==> config.mk <==
export PLATFORM = sky130hd
export DESIGN_NAME = mem_bus_arbiter_flat
export DESIGN_NICKNAME = d
export VERILOG_FILES = /design/src/rtl/mem_bus_arbiter_pkg.sv /design/src/rtl/mem_bus_arbiter_if.sv /design/src/rtl/mem_bus_arbiter_stats.sv /design/src/rtl/mem_bus_arbiter.sv /design/src/flat_wrapper.sv
export SDC_FILE = /design/constraint.sdc
export NUM_CORES = 1
export LEC_CHECK = 0
export ABC_AREA = 0
export CORE_MARGIN = 4
export CORE_UTILIZATION = 30
export DETAILED_ROUTE_END_ITERATION = 7
export PLACE_DENSITY = 0.73
export SYNTH_ARGS = -nofsm -noshare
export SYNTH_HDL_FRONTEND = slang
export SYNTH_HIERARCHICAL = 1
export SYNTH_SLANG_ARGS = --single-unit
==> constraint.sdc <==
create_clock -name clk -period 5.2 [get_ports clk]
set_input_delay 1.04 -clock clk [delete_from_list [all_inputs] [get_ports clk]]
set_output_delay 1.04 -clock clk [all_outputs]
set_load 0.01 [all_outputs]
==> src/rtl/mem_bus_arbiter_pkg.sv <==
// Shared types for the data-memory bus arbiter.
// Holds the FSM state enum, master indices and stats width.
package mem_arb_pkg;

    typedef enum logic [1:0] {
        S_ARB,
        S_LOCK1,
        S_COOL
    } arb_state_e;

    localparam int M_CPU  = 0;
    localparam int M_LDR  = 1;
    localparam int STAT_W = 16;

    function automatic logic [STAT_W-1:0] sat_inc(
        input logic [STAT_W-1:0] v
    );
        return (&v) ? v : v + STAT_W'(1);
    endfunction

endpackage

==> src/rtl/mem_bus_arbiter_if.sv <==
// Two-master data-memory bus plus the DataMem side.
// slave = arbiter view, master = requester/memory view.
interface mem_bus_arbiter_if #(
    parameter int ADDR_W = 32,
    parameter int DATA_W = 32
);
    logic              m0_req;
    logic              m0_rd;
    logic              m0_wr;
    logic [ADDR_W-1:0] m0_addr;
    logic [DATA_W-1:0] m0_wdata;
    logic              m0_gnt;
    logic [DATA_W-1:0] m0_rdata;
    logic              m0_rvalid;

    logic              m1_req;
    logic              m1_rd;
    logic              m1_wr;
    logic              m1_lock;
    logic [ADDR_W-1:0] m1_addr;
    logic [DATA_W-1:0] m1_wdata;
    logic              m1_gnt;
    logic [DATA_W-1:0] m1_rdata;
    logic              m1_rvalid;

    logic              mem_read;
    logic              mem_write;
    logic [ADDR_W-1:0] mem_addr;
    logic [DATA_W-1:0] mem_wdata;
    logic [DATA_W-1:0] mem_rdata;

    modport slave (
        input  m0_req, m0_rd, m0_wr, m0_addr, m0_wdata,
        input  m1_req, m1_rd, m1_wr, m1_lock,
        input  m1_addr, m1_wdata, mem_rdata,
        output m0_gnt, m0_rdata, m0_rvalid,
        output m1_gnt, m1_rdata, m1_rvalid,
        output mem_read, mem_write, mem_addr, mem_wdata
    );

    modport master (
        output m0_req, m0_rd, m0_wr, m0_addr, m0_wdata,
        output m1_req, m1_rd, m1_wr, m1_lock,
        output m1_addr, m1_wdata, mem_rdata,
        input  m0_gnt, m0_rdata, m0_rvalid,
        input  m1_gnt, m1_rdata, m1_rvalid,
        input  mem_read, mem_write, mem_addr, mem_wdata
    );

endinterface

==> src/rtl/mem_bus_arbiter_stats.sv <==
// Saturating grant / starvation counters for the arbiter.
// Only built when MEM_BUS_ARB_STATS_EN is defined.
`ifdef MEM_BUS_ARB_STATS_EN
module arb_stats
    import mem_arb_pkg::*;
(
    input  logic              clk,
    input  logic              reset,
    input  logic              gnt0_i,
    input  logic              gnt1_i,
    input  logic              forced_i,
    output logic [STAT_W-1:0] gnt0_o,
    output logic [STAT_W-1:0] gnt1_o,
    output logic [STAT_W-1:0] starve_o
);
    logic [STAT_W-1:0] cnt0_q, cnt0_d;
    logic [STAT_W-1:0] cnt1_q, cnt1_d;
    logic [STAT_W-1:0] cnts_q, cnts_d;

    always_comb begin
        cnt0_d = gnt0_i   ? sat_inc(cnt0_q) : cnt0_q;
        cnt1_d = gnt1_i   ? sat_inc(cnt1_q) : cnt1_q;
        cnts_d = forced_i ? sat_inc(cnts_q) : cnts_q;
    end

    always_ff @(posedge clk) begin
        if (reset) begin
            cnt0_q <= '0;
            cnt1_q <= '0;
            cnts_q <= '0;
        end else begin
            cnt0_q <= cnt0_d;
            cnt1_q <= cnt1_d;
            cnts_q <= cnts_d;
        end
    end

    assign gnt0_o   = cnt0_q;
    assign gnt1_o   = cnt1_q;
    assign starve_o = cnts_q;
endmodule
`endif

==> src/rtl/mem_bus_arbiter.sv <==
// CPU / loader arbiter for the DataMem port: fixed CPU priority,
// starvation override and locked loader bursts. Stats: MEM_BUS_ARB_STATS_EN.
module mem_bus_arbiter
    import mem_arb_pkg::*;
#(
    parameter int ADDR_W       = 32,
    parameter int DATA_W       = 32,
    parameter int STARVE_LIMIT = 8,
    parameter int MAX_BURST    = 4
) (
    input  logic              clk,
    input  logic              reset,
    mem_bus_arbiter_if.slave  bus
`ifdef MEM_BUS_ARB_STATS_EN
    ,
    output logic [STAT_W-1:0] stat_gnt0,
    output logic [STAT_W-1:0] stat_gnt1,
    output logic [STAT_W-1:0] stat_starve
`endif
);
    localparam int SW = $clog2(STARVE_LIMIT + 1);
    localparam int BW = $clog2(MAX_BURST + 1);
    localparam logic [SW-1:0] STARVE_MAX = SW'(STARVE_LIMIT);
    localparam logic [BW-1:0] BURST_MAX  = BW'(MAX_BURST);

    arb_state_e        state_q, state_d;
    logic [SW-1:0]     starve_q, starve_d;
    logic [BW-1:0]     burst_q, burst_d;
    logic              gnt0, gnt1;
    logic              rhit0, rhit1;
    logic [DATA_W-1:0] rdata0_q, rdata1_q;
    logic              rvalid0_q, rvalid1_q;
    logic [ADDR_W-1:0] addr_mux;
    logic [DATA_W-1:0] wdata_mux;
    logic              rd_mux, wr_mux;

    always_comb begin
        state_d = state_q;
        burst_d = burst_q;
        gnt0    = 1'b0;
        gnt1    = 1'b0;
        unique case (state_q)
            S_ARB: begin
                if (bus.m1_req && starve_q == STARVE_MAX) gnt1 = 1'b1;
                else if (bus.m0_req)                      gnt0 = 1'b1;
                else if (bus.m1_req)                      gnt1 = 1'b1;
                if (gnt1 && bus.m1_lock) begin
                    if (MAX_BURST == 1) begin
                        state_d = S_COOL;
                        burst_d = '0;
                    end else begin
                        state_d = S_LOCK1;
                        burst_d = BW'(1);
                    end
                end
            end
            S_LOCK1: begin
                // Lock exit cycle grants nobody.
                if (bus.m1_req && bus.m1_lock) begin
                    gnt1 = 1'b1;
                    if (burst_q + BW'(1) == BURST_MAX) begin
                        state_d = S_COOL;
                        burst_d = '0;
                    end else begin
                        burst_d = burst_q + BW'(1);
                    end
                end else begin
                    state_d = S_ARB;
                    burst_d = '0;
                end
            end
            S_COOL: begin
                gnt0    = bus.m0_req;
                state_d = S_ARB;
            end
            default: begin
                state_d = S_ARB;
                burst_d = '0;
            end
        endcase
        if (reset) begin
            gnt0 = 1'b0;
            gnt1 = 1'b0;
        end
    end

    always_comb begin
        starve_d = starve_q;
        if (!bus.m1_req || gnt1)
            starve_d = '0;
        else if (starve_q != STARVE_MAX)
            starve_d = starve_q + SW'(1);
    end

    always_comb begin
        addr_mux  = '0;
        wdata_mux = '0;
        rd_mux    = 1'b0;
        wr_mux    = 1'b0;
        if (gnt0) begin
            addr_mux  = bus.m0_addr;
            wdata_mux = bus.m0_wdata;
            rd_mux    = bus.m0_rd;
            wr_mux    = bus.m0_wr;
        end else if (gnt1) begin
            addr_mux  = bus.m1_addr;
            wdata_mux = bus.m1_wdata;
            rd_mux    = bus.m1_rd;
            wr_mux    = bus.m1_wr;
        end
    end

    assign rhit0 = gnt0 & bus.m0_rd & ~bus.m0_wr;
    assign rhit1 = gnt1 & bus.m1_rd & ~bus.m1_wr;

    always_ff @(posedge clk) begin
        if (reset) begin
            state_q   <= S_ARB;
            starve_q  <= '0;
            burst_q   <= '0;
            rdata0_q  <= '0;
            rdata1_q  <= '0;
            rvalid0_q <= 1'b0;
            rvalid1_q <= 1'b0;
        end else begin
            state_q   <= state_d;
            starve_q  <= starve_d;
            burst_q   <= burst_d;
            rvalid0_q <= rhit0;
            rvalid1_q <= rhit1;
            if (rhit0) rdata0_q <= bus.mem_rdata;
            if (rhit1) rdata1_q <= bus.mem_rdata;
        end
    end

    assign bus.m0_gnt    = gnt0;
    assign bus.m1_gnt    = gnt1;
    assign bus.m0_rdata  = rdata0_q;
    assign bus.m1_rdata  = rdata1_q;
    assign bus.m0_rvalid = rvalid0_q;
    assign bus.m1_rvalid = rvalid1_q;
    assign bus.mem_addr  = addr_mux;
    assign bus.mem_wdata = wdata_mux;
    assign bus.mem_write = wr_mux;
    assign bus.mem_read  = rd_mux & ~wr_mux;

`ifdef MEM_BUS_ARB_STATS_EN
    logic forced;
    assign forced = gnt1 && state_q == S_ARB && starve_q == STARVE_MAX;

    arb_stats u_stats (
        .clk      (clk),
        .reset    (reset),
        .gnt0_i   (gnt0),
        .gnt1_i   (gnt1),
        .forced_i (forced),
        .gnt0_o   (stat_gnt0),
        .gnt1_o   (stat_gnt1),
        .starve_o (stat_starve)
    );
`endif
endmodule

==> src/flat_wrapper.sv <==
// flat-port wrapper written by rule: the top's interface ports become plain ports
module mem_bus_arbiter_flat import mem_arb_pkg::*;
#(
    parameter int ADDR_W       = 32,
    parameter int DATA_W       = 32,
    parameter int STARVE_LIMIT = 8,
    parameter int MAX_BURST    = 4
)
  (clk, reset, bus_m0_req, bus_m0_rd, bus_m0_wr, bus_m0_addr, bus_m0_wdata, bus_m1_req, bus_m1_rd, bus_m1_wr, bus_m1_lock, bus_m1_addr, bus_m1_wdata, bus_mem_rdata, bus_m0_gnt, bus_m0_rdata, bus_m0_rvalid, bus_m1_gnt, bus_m1_rdata, bus_m1_rvalid, bus_mem_read, bus_mem_write, bus_mem_addr, bus_mem_wdata);
  mem_bus_arbiter_if #(.ADDR_W(ADDR_W), .DATA_W(DATA_W)) bus_i ();
  input  logic clk;
  input  logic reset;
  input wire logic [$bits(bus_i.m0_req)-1:0] bus_m0_req;
  input wire logic [$bits(bus_i.m0_rd)-1:0] bus_m0_rd;
  input wire logic [$bits(bus_i.m0_wr)-1:0] bus_m0_wr;
  input wire logic [$bits(bus_i.m0_addr)-1:0] bus_m0_addr;
  input wire logic [$bits(bus_i.m0_wdata)-1:0] bus_m0_wdata;
  input wire logic [$bits(bus_i.m1_req)-1:0] bus_m1_req;
  input wire logic [$bits(bus_i.m1_rd)-1:0] bus_m1_rd;
  input wire logic [$bits(bus_i.m1_wr)-1:0] bus_m1_wr;
  input wire logic [$bits(bus_i.m1_lock)-1:0] bus_m1_lock;
  input wire logic [$bits(bus_i.m1_addr)-1:0] bus_m1_addr;
  input wire logic [$bits(bus_i.m1_wdata)-1:0] bus_m1_wdata;
  input wire logic [$bits(bus_i.mem_rdata)-1:0] bus_mem_rdata;
  output wire logic [$bits(bus_i.m0_gnt)-1:0] bus_m0_gnt;
  output wire logic [$bits(bus_i.m0_rdata)-1:0] bus_m0_rdata;
  output wire logic [$bits(bus_i.m0_rvalid)-1:0] bus_m0_rvalid;
  output wire logic [$bits(bus_i.m1_gnt)-1:0] bus_m1_gnt;
  output wire logic [$bits(bus_i.m1_rdata)-1:0] bus_m1_rdata;
  output wire logic [$bits(bus_i.m1_rvalid)-1:0] bus_m1_rvalid;
  output wire logic [$bits(bus_i.mem_read)-1:0] bus_mem_read;
  output wire logic [$bits(bus_i.mem_write)-1:0] bus_mem_write;
  output wire logic [$bits(bus_i.mem_addr)-1:0] bus_mem_addr;
  output wire logic [$bits(bus_i.mem_wdata)-1:0] bus_mem_wdata;
  assign bus_i.m0_req = bus_m0_req;
  assign bus_i.m0_rd = bus_m0_rd;
  assign bus_i.m0_wr = bus_m0_wr;
  assign bus_i.m0_addr = bus_m0_addr;
  assign bus_i.m0_wdata = bus_m0_wdata;
  assign bus_i.m1_req = bus_m1_req;
  assign bus_i.m1_rd = bus_m1_rd;
  assign bus_i.m1_wr = bus_m1_wr;
  assign bus_i.m1_lock = bus_m1_lock;
  assign bus_i.m1_addr = bus_m1_addr;
  assign bus_i.m1_wdata = bus_m1_wdata;
  assign bus_i.mem_rdata = bus_mem_rdata;
  assign bus_m0_gnt = bus_i.m0_gnt;
  assign bus_m0_rdata = bus_i.m0_rdata;
  assign bus_m0_rvalid = bus_i.m0_rvalid;
  assign bus_m1_gnt = bus_i.m1_gnt;
  assign bus_m1_rdata = bus_i.m1_rdata;
  assign bus_m1_rvalid = bus_i.m1_rvalid;
  assign bus_mem_read = bus_i.mem_read;
  assign bus_mem_write = bus_i.mem_write;
  assign bus_mem_addr = bus_i.mem_addr;
  assign bus_mem_wdata = bus_i.mem_wdata;
  mem_bus_arbiter #(.ADDR_W(ADDR_W), .DATA_W(DATA_W), .STARVE_LIMIT(STARVE_LIMIT), .MAX_BURST(MAX_BURST)) u_core (.clk(clk), .reset(reset), .bus(bus_i));
endmodule
; After elaboration in Yosys (flattened, before gate mapping)
; Index checks and enable logic that the tools add are counted.
[op_classes]
n_eq_ne = 7
n_bitwise = 9
n_mux = 27
addsub = 2
reduce_logical = 9
[ops]
columns = operator, n
row1 = $mux 32, 4
row2 = $mux 1, 13
row3 = $mux 3, 3
row4 = $pmux 3 s3, 1
row5 = $mux 2, 3
row6 = $and 1x1->1, 5
row7 = $add 4x1->4 const B, 1
row8 = $eq 4x4->1 const B, 1
row9 = $ne 4x4->1 const B, 1
row10 = $not 1->1, 4
row11 = $pmux 1 s2, 2
row12 = $pmux 2 s2, 1
row13 = $reduce_and 2->1, 2
row14 = $add 3x1->3 const B, 1
row15 = $eq 3x3->1 const B, 1
row16 = $logic_and 1x1->1, 3
row17 = $ne 3x3->1 const B, 1
row18 = $eq 2x1->1 const B, 1
row19 = $eq 2x2->1 const B, 1
row20 = $logic_not 2->1, 1
row21 = $ne 2x1->1 const B, 1
row22 = $reduce_or 2->1, 1
row23 = $logic_not 1->1, 1
row24 = $logic_or 1x1->1, 1
[word_totals]
input_bits = 169
out_inout_bits = 134
reg_bits = 75
wordCells = 61

; Longest topological paths before layout
[depth]
word_depth = 10
ltp_mapped = 9
mapped_depth_nobuf = 7

; Worst setup path after synthesis
; No wires, ideal clock.
[synth_timing]
path_kind = input -> output
startpoint = input port bus_m1_req
endpoint = output port bus_mem_addr[0]
path_stages = 6
arrival_ns = 2.200
n_path_buf = 2
required_ns = 4.160
setup_slack_ns = 1.960
cell_sequence = and2b_1 o21ai_0 nor3_1 buf_2 buf_2 a22o_1
[synth_between]
elab_chain_cells = 8
elab_cells_between_ends = 14
cone_classes = mux: 12 / reduce/logical: 2
[synth_rtl]
columns = item, line_no
row1 = "start, declared", flat_wrapper.sv:18  ; input wire logic [$bits(bus_i.m1_req)-1:0] bus_m1_req;
row2 = $mux 1, mem_bus_arbiter.sv:46  ; else if (bus.m1_req) gnt1 = 1'b1;
row3 = $mux 1, mem_bus_arbiter.sv:45  ; else if (bus.m0_req) gnt0 = 1'b1;
row4 = $mux 1, mem_bus_arbiter.sv:44  ; if (bus.m1_req && starve_q == STARVE_MAX) gnt1 = 1'b1;
row5 = $mux 1, mem_bus_arbiter.sv:42  ; unique case (state_q)
row6 = $pmux 1 s2, mem_bus_arbiter.sv:42
row7 = $mux 1, mem_bus_arbiter.sv:81  ; if (reset) begin
row8 = $mux 32, mem_bus_arbiter.sv:105  ; end else if (gnt1) begin
row9 = $mux 32 (*), mem_bus_arbiter.sv:100  ; if (gnt0) begin
row10 = "end, declared", flat_wrapper.sv:33  ; output wire logic [$bits(bus_i.mem_addr)-1:0] bus_mem_addr;
; Every way passes the cells marked *; elsewhere a longest branch is shown, timed or not. The select of a mux whose other input is x is not followed.

; Worst setup path after layout
[layout_timing]
startpoint = input port bus_m1_req
endpoint = output port bus_mem_addr[26]
; The elaborated chain is that of the path after synthesis.

==> results.sh <==
export IMPL_gp_congestion=0.8833
export IMPL_grt_overflow=0
export IMPL_synth_cell_area_sq_um=3580
export IMPL_hold_path_class="reg -> reg"
export IMPL_die_area_sq_um=13740
export IMPL_slew_viol_final=0
export IMPL_die_height_um=117.2
export IMPL_post_route_drc_count=0
export IMPL_finalHoldViolations=0
export IMPL_cp_max_fo=66
export IMPL_grt_total_usage=0.2251
export IMPL_crit_arrival_ns=3.38
export IMPL_clk_latency_ns=0.32
export IMPL_antenna_found_initial=3
export IMPL_synthMuxAreaShare=0.1035
export IMPL_synth_top_cells_by_count="dfxtp_1 (75), a22o_1 (65), nand2_1 (65), a21oi_1 (35), nor2b_1 (33)"
export IMPL_yosysSeqAreaShare=0.4194
export IMPL_yosys_area_share_simple=0.1566
export IMPL_max_freq_mhz=226.2
export IMPL_cp_required_ns=4.16
export IMPL_finalCritPeriodShare=0.8502
export IMPL_drtIter0Drc=268
export IMPL_areaGrowthSynthToFinish_pct=94.16
export IMPL_min_period_ns=4.421
export IMPL_reg2reg_to="u_core/bus.m1_rdata[17]"
export IMPL_clk_pin_slew_ns=0.05
export IMPL_start_util=0.3095
export IMPL_synth_avg_cell_area_sq_um=9.274
export IMPL_crit_top_cell="clkdlybuf4s50_1"
export IMPL_num_vias=4054
export IMPL_hold_buffers=0
export IMPL_fill_cells=973
export IMPL_ir_drop_mv=0.2024
export IMPL_place_hpwl_mm=13.27
export IMPL_path_delay_family="buffers and inverters"
export IMPL_crit_chain="clkdlybuf4s50_1, and2b_1, o21ai_0, nor3_2, buf_12, a22o_1, clkdlybuf4s50_1"
export IMPL_detail_route_first_pass_iterations=4
export IMPL_synth_top_area_frac=0.4194
export IMPL_worst_pin_slew_ns=1.133
export IMPL_clock_skew_ns=0.006292
export IMPL_final_area_sq_um=6950
export IMPL_cts_sinks=75
export IMPL_synth_fa_ha_area_frac=0.01398
export IMPL_worst_path_buf_inv=3
export IMPL_postRouteAntennaNets=0
export IMPL_numPortBuffers=302
export IMPL_yosys_area_top_type="dfxtp_1"
export IMPL_routed_wl_mm=16.85
export IMPL_crit_path_top_delay_cell="clkdlybuf4s50_1"
export IMPL_async_reset_ff_frac=0
export IMPL_vias_per_cell=4.932
export IMPL_worstSetupPathType="in -> out"
export IMPL_synth_edf_count=0
export IMPL_num_io_pins=303
export IMPL_post_cts_buffers=0
export IMPL_synthCells=386
export IMPL_crit_path_end="bus_mem_addr[26]"
export IMPL_power_density_nw_per_um2=217.6
export IMPL_synth_compound_area_share=0.2426
export IMPL_ys_ff_latch=75
export IMPL_routedWlPerCell_um=20.50
export IMPL_drv_cap=0
export IMPL_layout_drive_gt1_share=0.03994
export IMPL_finalSetupTns_ns=0
export IMPL_grt_max_degree=68
export IMPL_r2r_start="u_core/starve_q[0]"
export IMPL_cts_resized_gates=0
export IMPL_fin_nets=845
export IMPL_coreArea_sq_um=11560
export IMPL_relSlewSlack=0.2437
export IMPL_cts_tree="done"
export IMPL_synth_xor_area_frac=0.009787
export IMPL_start_kind="input pin"
export IMPL_path_depth=7
export IMPL_place_area_sq_um=6680
export IMPL_yosysWarnings=6
export IMPL_rows=39
export IMPL_critPathCaptureType="primary output"
export IMPL_rsz0062_at_grt="no"
export IMPL_clockBufferDepth=2
export IMPL_status="finished, final reports clean"
export IMPL_finalSetupViolations=0
export IMPL_die_w_um=117.2
export IMPL_p_leak_nw=2.639
export IMPL_ctsRootBufferMaster="clkbuf_16"
export IMPL_worstSetupStartpoint="bus_m1_req"
export IMPL_yosysMostFrequentCell="dfxtp_1"
export IMPL_dominantRegCellSynth="dfxtp_1"
export IMPL_syn_nets=559
export IMPL_regToRegSetupSlack_ns=2.41
export IMPL_cpPeakStageDelay_ns=0.58
export IMPL_synth_top_family_by_area="compound AO/OA/AOI/OAI gates"
export IMPL_yosys_top_cells_area="dfxtp_1 (42%), a22o_1 (16%), mux2_1 (8.8%)"
export IMPL_r2r_cells=8
export IMPL_cts_buffers_inserted=9
export IMPL_grt_pass1_wl_mm=23.32
export IMPL_yosys_cell_types_count=35
export IMPL_h_tree_depth=3
export IMPL_grt_pass1_vias=4152
worst min path at each step:
stage | from | to | slack (ns) | cells past startpoint
CTS | u_core/bus.m1_rdata[11] | u_core/bus.m1_rdata[11] | 0.45 | 2
global placement | u_core/bus.m1_rdata[19] | u_core/bus.m1_rdata[19] | 0.44 | 2
finish | u_core/bus.m1_rdata[24] | u_core/bus.m1_rdata[24] | 0.45 | 2
detailed placement | u_core/bus.m1_rdata[11] | u_core/bus.m1_rdata[11] | 0.45 | 2
floorplan | u_core/starve_q[3] | u_core/starve_q[3] | 0.47 | 2
global route | u_core/bus.m1_rdata[11] | u_core/bus.m1_rdata[11] | 0.46 | 2
through the flow:
| step | cells | setup slack [ns] | power, mW | hold slack [ns] | utilization |
|---|---|---|---|---|---|
| 2_1_floorplan | 386 | 1.960 | 0.7204 | 0.4721 | - |
| 3_3_place_gp | 804 | 0.8040 | 0.9698 | 0.4420 | 0.5776 |
| 3_5_place_dp | 804 | 0.7904 | 0.9740 | 0.4457 | 0.5776 |
| 4_1_cts | 819 | 0.7918 | 1.530 | 0.4528 | 0.6003 |
| 5_1_grt | 822 | 0.6674 | 1.572 | 0.4631 | 0.6010 |
| 6_report | 822 | 0.7788 | 1.512 | 0.4516 | 0.6010 |
layout by cell type, fill, tap and decap left out, drive strengths merged, types with 3 or more instances in the layout:
cell	n
clkdlybuf4s50	301
dfxtp	75
a22o	65
nand2	65
a21oi	35
nor2b	33
mux2	32
clkbuf	13
nor2	9
inv	8
buf	6
ha	4
nor3	4
diode	3
nand2b	3
worst reg2reg max path, cell delays in order (launching register included):
cell and delay (ns):
dfxtp_1 0.32, inv_1 0.09, ha_1 0.15, and3b_1 0.44, o2111ai_2 0.19, buf_4 0.28
inv_1 0.89, nand2_1 0.15, a21oi_1 0.20
layout make-up:
type                       instances  area, sq um  area share
antenna                            3        7.507    0.001080
clock buffer                      13        250.2     0.03600
clock inverter                     2        12.51    0.001800
inverter                           8        30.03    0.004320
multi-input combinational        271         1889      0.2718
sequential                        75         1501      0.2160
tap                              143        178.9     0.02574
timing repair buffer             307         3080      0.4432
cells by family (layout without fill, tap and decap cells):
family                   Yosys count  after routing
AO/OA/AOI/OAI                    111            111
XOR/XNOR                           4              4
adder cells (fa/ha/maj)            4              4
buffers and inverters             40            330
flip-flops                        75             75
multiplexers                      33             33
other                              0              3
AND/OR/NAND/NOR                  119            119
state kept, by name (all words and copies together) (netlist names):
name,count
u_core/burst_q,3
u_core/bus.m0_rdata,32
u_core/bus.m0_rvalid,1
u_core/bus.m1_rdata,32
u_core/bus.m1_rvalid,1
u_core/starve_q,4
u_core/state_q,2
routing by layer:
| metal | routed length [um] | GRT usage | vias up |
|---|---|---|---|
| met5 | 0 | 0 | - |
| met4 | 355 | 0.07951 | 0 |
| met1 | 6111 | 0.2512 | 1918 |
| met3 | 1966 | 0.09717 | 21 |
| li1 | - | - | 1934 |
| met2 | 8416 | 0.3824 | 181 |
where the power goes:
part           internal, mW  total (mW)  leakage, nW  switching [mW]
clock                 0.333       0.550        0.126           0.217
sequential            0.590       0.597        0.608         0.00745
combinational         0.232       0.365         1.91           0.133
total                  1.15        1.51         2.64           0.358
No activity file was read; power rests on OpenSTA's default activity.
